## src/rtl/music_pkg.sv

```systemverilog
// Shared types and helpers for the music sequencer control path.
package music_pkg;

  typedef enum logic [1:0] {
    ST_PAUSED,
    ST_FETCH,
    ST_PLAY,
    ST_SONG_END
  } state_t;

  // Note code that means silence, and the duration that ends a song.
  localparam int NOTE_REST = 0;
  localparam int DUR_END   = 0;

  // A ROM entry is {note, duration}; duration sits in the low dur_w bits.
  function automatic logic [63:0] field_note(input logic [63:0] entry, input int dur_w);
    return entry >> dur_w;
  endfunction

  function automatic logic [63:0] field_dur(input logic [63:0] entry, input int dur_w);
    return entry & ((64'd1 << dur_w) - 64'd1);
  endfunction

  // Simulation builds use a short beat so songs finish in a few thousand cycles.
  function automatic int eff_div(input int sim, input int beat_div);
    return (sim != 0) ? 64 : beat_div;
  endfunction

endpackage

```

## src/rtl/beat_gen.sv

```systemverilog
// Frame-strobe synchroniser and free-running beat divider.
module beat_gen #(
  parameter int DIV = 64
) (
  input  logic clk,
  input  logic reset,
  input  logic new_frame,
  output logic sample_tick,
  output logic beat
);

  localparam int CNT_W = (DIV > 1) ? $clog2(DIV) : 1;
  localparam logic [CNT_W-1:0] CNT_LAST = CNT_W'(DIV - 1);

  logic             q1;
  logic             q2;
  logic [CNT_W-1:0] cnt;

  assign sample_tick = q1 & ~q2;
  assign beat        = sample_tick & (cnt == CNT_LAST);

  // Bring the codec frame strobe into the clock domain; q2 delays for edge detect.
  always_ff @(posedge clk or posedge reset) begin
    if (reset) begin
      q1 <= 1'b0;
      q2 <= 1'b0;
    end else begin
      q1 <= new_frame;
      q2 <= q1;
    end
  end

  // Count sample ticks; transport events never touch this counter.
  always_ff @(posedge clk or posedge reset) begin
    if (reset) begin
      cnt <= '0;
    end else if (sample_tick) begin
      cnt <= (cnt == CNT_LAST) ? '0 : cnt + 1'b1;
    end
  end

endmodule

```

## src/rtl/music_sequencer.sv

```systemverilog
// Song sequencer: transport control, ROM note fetch and tone-generator drive.
module music_sequencer
  import music_pkg::*;
#(
  parameter int NUM_SONGS = 4,
  parameter int PTR_W     = 5,
  parameter int NOTE_W    = 6,
  parameter int DUR_W     = 6,
  parameter int BEAT_DIV  = 1000,
  parameter int SIM       = 0,
  localparam int SONG_W   = (NUM_SONGS > 1) ? $clog2(NUM_SONGS) : 1
) (
  input  logic                      clk,
  input  logic                      reset,
  input  logic                      play_pause,
  input  logic                      next,
  input  logic                      prev,
  input  logic                      loop,
  input  logic                      new_frame,
  output logic                      rom_req,
  output logic [SONG_W+PTR_W-1:0]   rom_addr,
  input  logic                      rom_valid,
  input  logic [NOTE_W+DUR_W-1:0]   rom_data,
  output logic                      play,
  output logic [SONG_W-1:0]         song,
  output logic [NOTE_W-1:0]         note,
  output logic                      note_valid,
  output logic                      new_note,
  output logic                      sample_tick,
  output logic                      beat,
  output logic                      song_done
);

  localparam int                DIV       = eff_div(SIM, BEAT_DIV);
  localparam logic [SONG_W-1:0] SONG_LAST = SONG_W'(NUM_SONGS - 1);
  localparam logic [PTR_W-1:0]  PTR_LAST  = {PTR_W{1'b1}};

  state_t             state;
  logic [PTR_W-1:0]   ptr;
  logic [DUR_W-1:0]   remaining;
  logic               last;
  logic               pending;
  logic               stale;
  logic               issued;
  logic [NOTE_W-1:0]  rom_note;
  logic [DUR_W-1:0]   rom_dur;
  logic               req_ok;
  logic               rsp_ok;

  // Song index wraps over a count that need not be a power of two.
  function automatic logic [SONG_W-1:0] song_inc(input logic [SONG_W-1:0] s);
    return (s == SONG_LAST) ? '0 : s + 1'b1;
  endfunction

  function automatic logic [SONG_W-1:0] song_dec(input logic [SONG_W-1:0] s);
    return (s == '0) ? SONG_LAST : s - 1'b1;
  endfunction

  beat_gen #(
    .DIV(DIV)
  ) u_beat_gen (
    .clk        (clk),
    .reset      (reset),
    .new_frame  (new_frame),
    .sample_tick(sample_tick),
    .beat       (beat)
  );

  assign rom_note  = NOTE_W'(field_note(64'(rom_data), DUR_W));
  assign rom_dur   = DUR_W'(field_dur(64'(rom_data), DUR_W));
  assign rom_addr  = {song, ptr};
  assign play      = (state != ST_PAUSED);
  assign song_done = (state == ST_SONG_END);

  // A new request may go out once nothing is in flight, or the stale reply lands now.
  assign req_ok = ~pending | (rom_valid & stale);
  // Only the reply to the live request is ever loaded.
  assign rsp_ok = rom_valid & pending & ~stale;

  // Transport FSM; next/prev override everything, then per-state behaviour.
  always_ff @(posedge clk or posedge reset) begin
    if (reset) begin
      state      <= ST_PAUSED;
      song       <= '0;
      ptr        <= '0;
      remaining  <= '0;
      last       <= 1'b0;
      pending    <= 1'b0;
      stale      <= 1'b0;
      issued     <= 1'b0;
      note       <= '0;
      note_valid <= 1'b0;
      new_note   <= 1'b0;
      rom_req    <= 1'b0;
    end else begin
      rom_req  <= 1'b0;
      new_note <= 1'b0;
      if (rom_valid && pending) begin
        pending <= 1'b0;
        stale   <= 1'b0;
      end
      if (next || prev) begin
        song       <= next ? song_inc(song) : song_dec(song);
        ptr        <= '0;
        remaining  <= '0;
        last       <= 1'b0;
        note       <= NOTE_W'(NOTE_REST);
        note_valid <= 1'b0;
        state      <= ST_PAUSED;
        if (pending && !rom_valid) stale <= 1'b1;
      end else begin
        case (state)
          ST_PAUSED: begin
            if (play_pause) begin
              if (remaining != '0) begin
                state <= ST_PLAY;
              end else begin
                state  <= ST_FETCH;
                issued <= 1'b0;
              end
            end
          end
          ST_FETCH: begin
            if (play_pause) begin
              state <= ST_PAUSED;
              if (pending && !rom_valid) stale <= 1'b1;
            end else if (!issued) begin
              if (req_ok) begin
                issued  <= 1'b1;
                rom_req <= 1'b1;
                pending <= 1'b1;
                stale   <= 1'b0;
              end
            end else if (rsp_ok) begin
              if (ptr == PTR_LAST) last <= 1'b1;
              else                 ptr  <= ptr + 1'b1;
              if (rom_dur == DUR_W'(DUR_END)) begin
                state <= ST_SONG_END;
              end else begin
                note       <= rom_note;
                remaining  <= rom_dur;
                note_valid <= 1'b1;
                new_note   <= 1'b1;
                state      <= ST_PLAY;
              end
            end
          end
          ST_PLAY: begin
            if (play_pause) begin
              state <= ST_PAUSED;
            end else if (beat) begin
              remaining <= remaining - 1'b1;
              if (remaining == DUR_W'(1)) begin
                if (last) begin
                  state <= ST_SONG_END;
                end else begin
                  state  <= ST_FETCH;
                  issued <= 1'b0;
                end
              end
            end
          end
          ST_SONG_END: begin
            ptr        <= '0;
            last       <= 1'b0;
            note       <= NOTE_W'(NOTE_REST);
            note_valid <= 1'b0;
            if (loop) begin
              state  <= ST_FETCH;
              issued <= 1'b0;
            end else begin
              song  <= song_inc(song);
              state <= ST_PAUSED;
            end
          end
          default: state <= ST_PAUSED;
        endcase
      end
    end
  end

endmodule

```

## config.mk

```make
export PLATFORM = sky130hd
export DESIGN_NAME = music_sequencer
export DESIGN_NICKNAME = d
export VERILOG_FILES = /design/src/rtl/music_pkg.sv /design/src/rtl/beat_gen.sv /design/src/rtl/music_sequencer.sv
export SDC_FILE = /design/constraint.sdc
export NUM_CORES = 1
export LEC_CHECK = 0
export ABC_AREA = 1
export BUFFER_PORTS_ARGS = -buffer_cell sky130_fd_sc_hd__buf_2
export CAP_MARGIN = 5
export CORE_MARGIN = 4
export CORE_UTILIZATION = 40
export DETAILED_ROUTE_END_ITERATION = 6
export PLACE_DENSITY = 0.58
export SYNTH_ARGS = -nofsm -noshare
export SYNTH_HDL_FRONTEND = slang
export SYNTH_SLANG_ARGS = --single-unit
```

## constraint.sdc

```tcl
create_clock -name clk -period 2.3 [get_ports clk]
set_input_delay 0.46 -clock clk [delete_from_list [all_inputs] [get_ports clk]]
set_output_delay 0.46 -clock clk [all_outputs]
set_load 0.01 [all_outputs]
```

==> summary.md <==
| Metric | Value |
|---|---|
| Status | `finished clean` |
| Measured slew at the worst slew-check pin | `508 ps` |
| Clock Tree Root | `sky130_fd_sc_hd__clkbuf_8` |
| Register clock-pin slew on the reported worst setup and hold paths | `70 ps` |
| Number of port buffers | `41` |
| Number of buffers inserted during clock tree synthesis | `5` |
| Layout filler cell count | `624` |
| Number of global-route vias before repair | `2046` |
| Cell taking the most area after synthesis | `sky130_fd_sc_hd__dfrtp_1` |
| # Post-CTS Setup Buffers | `0` |
| Fraction of final layout cells sized beyond drive strength 1 | `24.1%` |
| Worst hold-check path type | `in -> reg` |
| Worst-path cell with the longest stage delay | `sky130_fd_sc_hd__dfrtp_1` |
| Fmax achieved | `0.510 GHz` |
| Worst-case vdd ir drop | `0.000375 V` |
| YS warnings | `0` |
| Hold_sp | `new_frame` |
| Number of violations reported at the end of detailed-routing iteration 0 | `100` |
| Area added between synthesis and finish | `13.1%` |
| Endpoint of the worst-slack reg-to-reg timing path | `remaining[2]` |
| Count of flip-flops with a built-in enable after synthesis | `0` |
| Setup-violating endpoint count in the final report | `0` |
| Distinct cell type count after synthesis | `35` |
| Sequential fraction of the synthesis area | `40.4%` |
| Largest net degree at the start of global routing | `41` |
| Area share of and/or/nand/nor cells after synthesis | `33.5%` |
| GR Util met3 | `4.09%` |
| Flip-flop cell with the highest count after synthesis | `sky130_fd_sc_hd__dfrtp_1` |
| Accumulated negative setup slack | `0 ps` |
| Via count normalized by instance count | `4.85` |
| Reg-to-Reg Start | `u_beat_gen.cnt[0]` |
| Maximum clock insertion buffer count | `2` |
| R2r worst-path depth | `10` |
| Met2 usage in global routing | `24.2%` |
| TritonCTS clock tree | `built` |
| Global placer's final weighted congestion | `0.786` |
| Synthesized-area fraction occupied by ao, oa, aoi and oai cells | `11.8%` |
| Post-placement cell area | `2720 um2` |
| Vert. Die Dim | `86.7 um` |
| Starting density of the core | `41.6%` |
| Number of maximum-capacitance violations | `0` |
| GR Overflow Total | `0` |
| TritonRoute pass-1 iters | `4` |
| Smallest hold slack | `269 ps` |
| Maximum level of the CTS H-tree | `2` |
| Chain of cells forming the critical path | `ha_1 -> nand2_1 -> nor2_1 -> nand2_1 -> nor2_4 -> buf_2` |
| Worst slack at placement | `570 ps` |
| Final setup skew | `3.79 ps` |
| Post-synth net total | `350` |
| Detailed-route DRC error count | `0` |
| Final Instance Area | `2800 um2` |
| Leakage power figure | `1.41 nW` |
| Met1 routing resource usage after global routing | `21.1%` |
| # rows | `28` |
| Placeable core region | `5960 um2` |
| Critical path peak fanout | `7` |
| Count of cells along the worst hold path | `1` |
| Number of top-level design ports | `42` |
| Commonest cells post-synth | `sky130_fd_sc_hd__nand2_1, sky130_fd_sc_hd__nor2_1, sky130_fd_sc_hd__dfrtp_1` |
| Share of flip-flops with an asynchronous set or reset after synthesis | `100%` |
| Most numerous cell in the Yosys netlist | `sky130_fd_sc_hd__nand2_1` |
| Antenna Violating Nets Remaining | `0` |
| Fin. max-slew vios | `0` |
| Hold buffers post-CTS | `0` |
| Pwr/cell area | `729 nW/um2` |
| Period utilisation layout | `85.3%` |
| Number of instances in the synthesized netlist | `322` |
| Final hold violations | `0` |
| Layer with the highest usage after global routing | `met2` |
| Die X-Extent | `86.7 um` |
| Count of placed standard cells including taps | `433` |
| Post-layout nets | `393` |
| Most common cell type on the critical path | `sky130_fd_sc_hd__nand2_1` |
| WL final | `5.24 mm` |
| Area share of fa/ha/maj cells after synthesis | `4.04%` |
| Mux share of post-synthesis cell area | `0%` |
| HPWL after detailed placement | `4.00 mm` |
| Clock latency reported for the late side of the worst-skew pair | `290 ps` |
| Number of gates given a new drive strength after cts | `0` |
| Count of placed standard cells in the final layout, fillers left out | `440` |
| Total via count in the routed design | `2136` |
| Type of the setup path with the least slack | `reg -> out` |
| XOR/XNOR share of the synthesized area | `1.42%` |
| Register bit total from synthesis | `40` |
| Post-Syn Area | `2470 um2` |
| Floorplan die area | `7510 um2` |
| Kind of capture point of the worst setup path | `primary output` |
| Relative max-transition margin | `66.1%` |
| Wire length per cell | `11.9 um` |
| Syn_area_per_cell | `7.69 um2` |
| Worst Path Required | `1840 ps` |
| Largest family of logic cells by synthesized area | `simple AND/OR/NAND/NOR gates` |
| # clock sinks | `40` |
| Fraction of post-synthesis cell area in the top cell type by area | `40.4%` |
| CP startpoint kind | `flop` |
| Critical path data arrival time | `1500 ps` |
| Antenna cells | `0` |
| Min-Delay Endpoint | `u_beat_gen.q1` |
| Slowest stage delay, CP | `390 ps` |
| Register-to-register path setup slack | `660 ps` |
| PnR worst setup slack | `338 ps` |
| Initial antenna violation count | `0` |
| Min Clock Period, post-route | `1960 ps` |
| RSZ-0062 raised after global routing | `no` |
| Overall fraction of global-route tracks in use | `15.4%` |
| Main area contributors after synthesis | `sky130_fd_sc_hd__dfrtp_1, sky130_fd_sc_hd__nand2_1, sky130_fd_sc_hd__nor2_1` |
| Wire length of the first global-routing pass | `9.27 mm` |
==> worst max path at each step <==
stage	start	endpoint	slack, ps	cells after the start
after floorplan	ptr[0]	ptr[2]	870	8
after global placement	prev	remaining[3]	580	10
after detailed placement	prev	remaining[2]	570	10
after CTS	u_beat_gen.cnt[0]	beat	310	6
after global routing	u_beat_gen.cnt[3]	beat	220	6
final	u_beat_gen.cnt[0]	beat	340	6
==> sequential cells by signal (all words and copies together), names as in the netlist, 2 cells and up <==
name,count
state,2
note,6
ptr,5
song,2
remaining,6
u_beat_gen.cnt,10
==> cells by family after synthesis <==
logic type	Yosys count
AO/OA/AOI/OAI	43
XOR/XNOR	4
adder cells (fa/ha/maj)	8
buffers and inverters	46
flip-flops	40
AND/OR/NAND/NOR	181
==> critical path: cells and delay by family (launching register included) <==
family | cells | cell delay (ps)
adder cells (fa/ha/maj) | 1 | 210
buffers and inverters | 1 | 160
flip-flops | 1 | 390
AND/OR/NAND/NOR | 4 | 450
==> final cells by class <==
type	count	area, um2	share of cell area (%)
clock buffers	6	72.6	2.59
clock inverters	1	5.00	0.179
inverters	38	143	5.09
multi-input cells	236	1260	44.9
flip-flops and latches	40	1000	35.7
well taps	75	93.8	3.35
repair buffers	44	228	8.13
==> metrics by stage <==
stage               util [%]  total power [mW]
floorplan                  -              1.46
global placement        45.7              1.61
detailed placement      45.7              1.61
CTS                     47.0              2.06
global route            47.0              2.22
finish                  47.0              2.04
==> placed cells by master, fill, tap and decap left out, drive strengths merged, types with 6 or more instances in the layout <==
cell     n
or2      6
nor2    51
ha       8
buf     44
nand4    7
nand3   27
inv     38
o21ai   28
a21oi    6
nand2   81
clkbuf   6
nor3     6
dfrtp   40
==> layer usage <==
layer	wire (um)	part of all wire (%)
met1	2560	49
met2	2370	45
met3	215	4.1
met4	90	1.7
met5	0	0
==> report_power, final <==
group	leakage (nW)	internal [mW]	switching [mW]
combinational	0.840	0.257	0.397
clock	0.0410	0.206	0.239
sequential	0.527	0.822	0.121
No activity file was read; power rests on OpenSTA's default activity.
